`src/rtl/cache_bus_arbiter.sv`:
```
// cache_bus_arbiter: whole-transaction arbiter sharing one simplified-AXI master port
// between the instruction cache and the data cache, with a sticky watchdog abort.
`default_nettype none

module cache_bus_arbiter #(
  parameter int RR_EN          = 1,
  parameter int TIMEOUT_CYCLES = 1024,
  parameter int TO_W           = 11
) (
  input  logic        clk,
  input  logic        rst,
  // instruction-side requester
  input  logic [31:0] i_addr,
  input  logic        i_addr_valid,
  input  logic        i_we,
  input  logic [2:0]  i_size,
  input  logic [7:0]  i_lens,
  input  logic        i_rd_rready,
  input  logic [31:0] i_wr_data,
  input  logic        i_wr_dready,
  input  logic [3:0]  i_byte_enable,
  input  logic        i_wr_last,
  input  logic        i_response_rready,
  output logic        i_rd_dready,
  output logic        i_rd_last,
  output logic        i_rd_addr_clear,
  output logic        i_wr_next,
  output logic        i_wr_ok,
  output logic        i_wr_addr_clear,
  output logic [31:0] i_rd_data,
  // data-side requester
  input  logic [31:0] d_addr,
  input  logic        d_addr_valid,
  input  logic        d_we,
  input  logic [2:0]  d_size,
  input  logic [7:0]  d_lens,
  input  logic        d_rd_rready,
  input  logic [31:0] d_wr_data,
  input  logic        d_wr_dready,
  input  logic [3:0]  d_byte_enable,
  input  logic        d_wr_last,
  input  logic        d_response_rready,
  output logic        d_rd_dready,
  output logic        d_rd_last,
  output logic        d_rd_addr_clear,
  output logic        d_wr_next,
  output logic        d_wr_ok,
  output logic        d_wr_addr_clear,
  output logic [31:0] d_rd_data,
  // bus side
  output logic [31:0] AXI_addr,
  output logic        AXI_addr_valid,
  output logic        AXI_we,
  output logic [2:0]  AXI_size,
  output logic [7:0]  AXI_lens,
  output logic        AXI_rd_rready,
  output logic [31:0] AXI_wr_data,
  output logic        AXI_wr_dready,
  output logic [3:0]  AXI_byte_enable,
  output logic        AXI_wr_last,
  output logic        AXI_response_rready,
  input  logic        AXI_rd_dready,
  input  logic        AXI_rd_last,
  input  logic [31:0] AXI_rd_data,
  input  logic        AXI_rd_addr_clear,
  input  logic        AXI_wr_next,
  input  logic        AXI_wr_ok,
  input  logic        AXI_wr_addr_clear,
  output logic        bus_timeout,
  output logic        grant_d
);

  typedef enum logic [1:0] {
    IDLE    = 2'd0,
    BUSY_RD = 2'd1,
    BUSY_WR = 2'd2
  } state_t;

  localparam logic [TO_W-1:0] c_wd_limit   = TO_W'(TIMEOUT_CYCLES - 1);
  localparam logic            c_fixed_prio = (RR_EN == 0);

  state_t          r_state;
  logic            r_owner;
  logic            r_last_grant;
  logic            r_bus_timeout;
  logic            r_grant_d;
  logic [TO_W-1:0] r_wd;

  logic w_busy, w_sel_i, w_sel_d;
  logic w_pick_d, w_pick_we, w_done, w_event;

  assign w_busy  = (r_state != IDLE);
  assign w_sel_d = w_busy & r_owner;
  assign w_sel_i = w_busy & ~r_owner;

  // On a tie the side that did not own the bus last wins, unless data has fixed priority.
  assign w_pick_d  = d_addr_valid & (~i_addr_valid | c_fixed_prio | ~r_last_grant);
  assign w_pick_we = w_pick_d ? d_we : i_we;

  assign w_done = (r_state == BUSY_RD)
                ? (AXI_rd_dready & AXI_rd_last & (r_owner ? d_rd_rready : i_rd_rready))
                : (AXI_wr_ok & (r_owner ? d_response_rready : i_response_rready));
  assign w_event = AXI_rd_dready | AXI_rd_addr_clear | AXI_wr_next | AXI_wr_ok | AXI_wr_addr_clear;

  assign AXI_addr            = w_busy ? (r_owner ? d_addr            : i_addr)            : '0;
  assign AXI_addr_valid      = w_busy ? (r_owner ? d_addr_valid      : i_addr_valid)      : 1'b0;
  assign AXI_we              = w_busy ? (r_owner ? d_we              : i_we)              : 1'b0;
  assign AXI_size            = w_busy ? (r_owner ? d_size            : i_size)            : '0;
  assign AXI_lens            = w_busy ? (r_owner ? d_lens            : i_lens)            : '0;
  assign AXI_rd_rready       = w_busy ? (r_owner ? d_rd_rready       : i_rd_rready)       : 1'b0;
  assign AXI_wr_data         = w_busy ? (r_owner ? d_wr_data         : i_wr_data)         : '0;
  assign AXI_wr_dready       = w_busy ? (r_owner ? d_wr_dready       : i_wr_dready)       : 1'b0;
  assign AXI_byte_enable     = w_busy ? (r_owner ? d_byte_enable     : i_byte_enable)     : '0;
  assign AXI_wr_last         = w_busy ? (r_owner ? d_wr_last         : i_wr_last)         : 1'b0;
  assign AXI_response_rready = w_busy ? (r_owner ? d_response_rready : i_response_rready) : 1'b0;

  assign i_rd_dready     = w_sel_i & AXI_rd_dready;
  assign i_rd_last       = w_sel_i & AXI_rd_last;
  assign i_rd_addr_clear = w_sel_i & AXI_rd_addr_clear;
  assign i_wr_next       = w_sel_i & AXI_wr_next;
  assign i_wr_ok         = w_sel_i & AXI_wr_ok;
  assign i_wr_addr_clear = w_sel_i & AXI_wr_addr_clear;
  assign i_rd_data       = w_sel_i ? AXI_rd_data : '0;

  assign d_rd_dready     = w_sel_d & AXI_rd_dready;
  assign d_rd_last       = w_sel_d & AXI_rd_last;
  assign d_rd_addr_clear = w_sel_d & AXI_rd_addr_clear;
  assign d_wr_next       = w_sel_d & AXI_wr_next;
  assign d_wr_ok         = w_sel_d & AXI_wr_ok;
  assign d_wr_addr_clear = w_sel_d & AXI_wr_addr_clear;
  assign d_rd_data       = w_sel_d ? AXI_rd_data : '0;

  assign bus_timeout = r_bus_timeout;
  assign grant_d     = r_grant_d;

  always_ff @(posedge clk) begin
    if (!rst) begin
      r_state       <= IDLE;
      r_owner       <= 1'b0;
      r_last_grant  <= 1'b0;
      r_bus_timeout <= 1'b0;
      r_grant_d     <= 1'b0;
      r_wd          <= '0;
    end else begin
      case (r_state)
        IDLE: begin
          if (i_addr_valid | d_addr_valid) begin
            r_owner   <= w_pick_d;
            r_grant_d <= w_pick_d;
            r_wd      <= '0;
            r_state   <= w_pick_we ? BUSY_WR : BUSY_RD;
          end
        end
        BUSY_RD, BUSY_WR: begin
          // A completion on the watchdog's last cycle still counts as a normal end.
          if (w_done) begin
            r_state      <= IDLE;
            r_last_grant <= r_owner;
          end else if (w_event) begin
            r_wd <= '0;
          end else if (r_wd == c_wd_limit) begin
            r_state       <= IDLE;
            r_bus_timeout <= 1'b1;
            r_last_grant  <= r_owner;
          end else begin
            r_wd <= r_wd + TO_W'(1);
          end
        end
        default: r_state <= IDLE;
      endcase
    end
  end

endmodule

`default_nettype wire

```
`config.mk`:
```
export PLATFORM = sky130hd
export DESIGN_NAME = cache_bus_arbiter
export DESIGN_NICKNAME = d
export VERILOG_FILES = /design/src/rtl/cache_bus_arbiter.sv
export SDC_FILE = /design/constraint.sdc
export NUM_CORES = 1
export LEC_CHECK = 0
export CORE_AREA = 4 4 143 145
export DETAILED_ROUTE_END_ITERATION = 10
export DIE_AREA = 0 0 147 149
export GPL_TIMING_DRIVEN = 0
export PLACE_DENSITY = 0.58
export RECOVER_POWER = 25
export SLEW_MARGIN = 20
export SYNTH_ARGS = -nofsm -noshare
export SYNTH_HDL_FRONTEND = slang
export SYNTH_SLANG_ARGS = --single-unit
```
`constraint.sdc`:
```
create_clock -name clk -period 1.8 [get_ports clk]
set_clock_uncertainty 0.05 [all_clocks]
set_input_delay 0.45 -clock clk [delete_from_list [all_inputs] [get_ports clk]]
set_output_delay 0.45 -clock clk [all_outputs]
set_load 0.02 [all_outputs]
```
==> impl_metrics.csv <==
group,metric,value,unit
pwr,pwr-share-comb,87.8,%
grt,grt_use_total,15.8,%
sta,worstMarginPinSlew,0.377,ns
floorplanning,io-pin-count,373,
worst_setup_path,worst-r2r-cell-count,9,
worst_setup_path,crit_type,"flip-flop to output port",
worst_setup_path,cp-end-kind,"output port",
clock_network,cts_buffer_depth,2,
grt,grt_max_degree,12,
grt,grt_pass1_wl,27300,um
floorplanning,die-area,21900,um2
layout,fillers,1722,
pwr,powerDensity,683,nW/um2
sta,finalMaxSlewViolations,0,
worst_setup_path,cp-start-kind,"flip-flop",
layout,syn_to_final_growth,257,%
sta,finalHoldViolCount,0,
pwr,leakagePower,0.00388,uW
sta,period_minus_slack,2.14,ns
sta,fin_setup_tns,-41.58,ns
synthesis,yosysTopAreaCell,"mux2i_1",
synthesis,synth.area.top_cells,"mux2i_1 32%, and2_1 17%, nor2_1 14%, dfxtp_1 12%, clkbuf_1 2.2%",
routing,postRouteAntennaNets,0,
pwr,swShare,40.6,%
clock_network,cts_buffers,3,
synthesis,avgSynthCellArea,7.11,um2
layout,finalNetCount,1053,
routing,drc_errors,0,
pwr,seqPwrFrac,5.8,%
sta,setup_ws,-0.344,ns
placement,gp_congestion,0.783,
synthesis,syn_area,2720,um2
worst_setup_path,cp.required,1.30,ns
grt,grt_pass1_vias,4411,
routing,via_count,4502,
routing,routedWlPerCell,18.3,um
run,cap_violations,0,
floorplanning,die_w,147,um
worst_setup_path,crit_fanout,6,
worst_setup_path,r2r-start,"grant_d",
run_status,status,"finished, violations left",
placement,dp_hpwl,14900,um
sta,relSlewSlack,74.7,%
worst_setup_path,cp.arrival,1.64,ns
pwr,peakVddDrop,0.326,mV
sta,finalCritPeriodShare,119,%
clock_network,clk_latency,0.24,ns
run_status,violations,"setup timing",
synthesis,syn_inst,383,
grt,grt_overflow,0,
pwr,pwr-share-clk,6.5,%
routing,wirelength,20200,um
sta,rsz0062_at_grt,"yes",
synthesis,synthesis.nets,596,
clock_network,cts-root-buf,"clkbuf_16",
clock_network,cts_tree,"done",
layout,drive_gt1_share,60.0,%
synthesis,synth_top_area_share,32.4,%
placement,place_area,7120,um2
pwr,internal_power,3940,uW
worst_setup_path,cp-startpoint,"r_state[0]",
worst_setup_path,timing.reg2reg.setup_slack,-0.23,ns
layout,final_cell_area,9710,um2
floorplanning,initial_utilization,14.2,%
sta,setup_viol,174,
clock_network,ctsHtreeMaxLevel,1,
placement,port_buffers,372,
grt,antenna_found_initial,1,
routing,vias_per_cell,4.08,
pwr,net-switching-power,2700,uW
worst_hold_path,hold_path_class,"flip-flop to flip-flop",
floorplanning,core-area,19200,um2
clock_network,cts.sinks,16,
floorplanning,row_count,51,
synthesis,yosysWarnings,0,
sta,maxClockFrequency,0.466,GHz
synthesis,seq_area_frac_synth,11.8,%
clock_network,path_clk_slew,0.05,ns
worst_setup_path,endpoint,"i_rd_data[27]",
layout,antennaDiodeCount,0,
routing,drt_iter0_drc,97,
worst_setup_path,reg2reg_to,"r_wd[8]",
floorplanning,die_height,149,um
synthesis,ys_types,45,
synthesis,ys_ff_latch,16,
routing,dr.pass1.iters,4,
[power groups by stage]
stage	logic, uW	clock network [uW]	registers, uW
after floorplan	1900	0	386
after global placement	3660	0	384
after detailed placement	3670	0	384
after CTS	4900	436	382
after global routing	6100	450	383
final	5820	429	382
[cells by family after synthesis]
kind of cell	synth area share (%)
buffers and inverters	4.97
DFF	11.8
muxes	32.4
and+or+nand+nor	41.4
AOI/OAI and AO/OA	8.14
adders and majority gates	1.38
[synth_stat cells (all sizes together)]
| cell type | n |
|---|---|
| and3 | 2 |
| nand4 | 4 |
| a21oi | 2 |
| nor3 | 5 |
| nor2 | 99 |
| and4 | 2 |
| a21boi | 1 |
| mux2i | 88 |
| o21a | 1 |
| a311oi | 1 |
| nor3b | 1 |
| buf | 12 |
| nor2b | 2 |
| and2 | 76 |
| clkbuf | 16 |
| or4 | 1 |
| o32ai | 3 |
| o22a | 7 |
| or2b | 1 |
| o21ai | 5 |
| dfxtp | 16 |
| nand3 | 7 |
| o32a | 1 |
| and4bb | 1 |
| nor4 | 1 |
| nand2 | 14 |
| a21o | 1 |
| a31oi | 2 |
| nand3b | 1 |
| ha | 3 |
| a22oi | 1 |
| nand2b | 1 |
| o311a | 1 |
| inv | 4 |
[routing by layer]
metal  vias up  GRT usage (%)  part of all wire [%]
met3        12           3.34                   6.7
met2       185           29.4                    54
li1       2240              -                     -
met1      2063           19.2                    38
met5         -              0                 0.064
met4         2           2.05                  0.92
[cell usage in the layout (no fill, tap or decap), types with 4 or more instances in the layout]
cell / n
nand2_1: 13
and2_1: 6
clkdlybuf4s50_1: 205
dfxtp_1: 13
mux2i_1: 34
and2_4: 69
buf_16: 7
buf_12: 15
dlygate4sd2_1: 4
mux2i_2: 16
nor2_4: 52
buf_6: 177
mux2i_4: 38
o21ai_0: 4
buf_8: 19
nor2_2: 24
buf_2: 7
buf_4: 32
nor2_1: 23
o22a_1: 5
nand3_1: 7
clkbuf_16: 14
[layout make-up]
type	count	area, um2	share of cell area (%)
Multi-Input combinational cell	335	3520	36.3
Timing Repair Buffer	455	4940	50.9
Buffer	25	499	5.14
Clock buffer	3	75.1	0.773
Sequential cell	16	327	3.36
Tap cell	265	332	3.42
Inverter	4	15.0	0.155
[worst min-delay path by stage]
stage,from,slack (ns),cells past startpoint,endpoint
floorplan,r_wd[10],0.37,1,r_wd[10]
global placement,r_wd[10],0.38,1,r_wd[10]
detailed placement,r_wd[10],0.39,1,r_wd[10]
CTS,r_wd[10],0.39,1,r_wd[10]
global route,r_wd[10],0.42,1,r_wd[10]
finish,r_wd[10],0.39,1,r_wd[10]
[through the flow]
step / hold WS, ns / util [%] / setup WS, ns / cells / power (uW)
2_1_floorplan: 0.370 / - / -0.0431 / 383 / 2290
3_3_place_gp: 0.385 / 37.0 / -0.936 / 1020 / 4050
3_5_place_dp: 0.386 / 37.0 / -0.970 / 1020 / 4050
4_1_cts: 0.393 / 44.9 / -0.392 / 1080 / 5710
5_1_grt: 0.419 / 50.5 / -0.420 / 1103 / 6930
6_report: 0.388 / 50.5 / -0.344 / 1103 / 6630
[critical path, stage by stage, from the launching register on]
cell and delay (ns):
dfxtp_2 0.33, inv_2 0.05, ha_4 0.17, clkbuf_16 0.16, nor2_4 0.17, buf_6 0.14
clkbuf_16 0.13, and2_4 0.13, buf_6 0.11
[flip-flops by register name (all words and copies together), names as in the netlist]
register,cells
bus_timeout,1
grant_d,1
r_wd,11
r_last_grant,1
r_state,2
[what timing repair did]
| item | CTS | global route |
|---|---|---|
| pin swaps | 54 | 42 |
| gates resized for setup | 1119 | 237 |
| hold buffers | 0 | 0 |
| hold endpoints to repair | 0 | 0 |
| endpoints found under the setup margin | 175 | 176 |
| buffers inserted | 44 | 23 |
| gates cloned | 13 | 7 |
(Power assumes the default switching activity.)
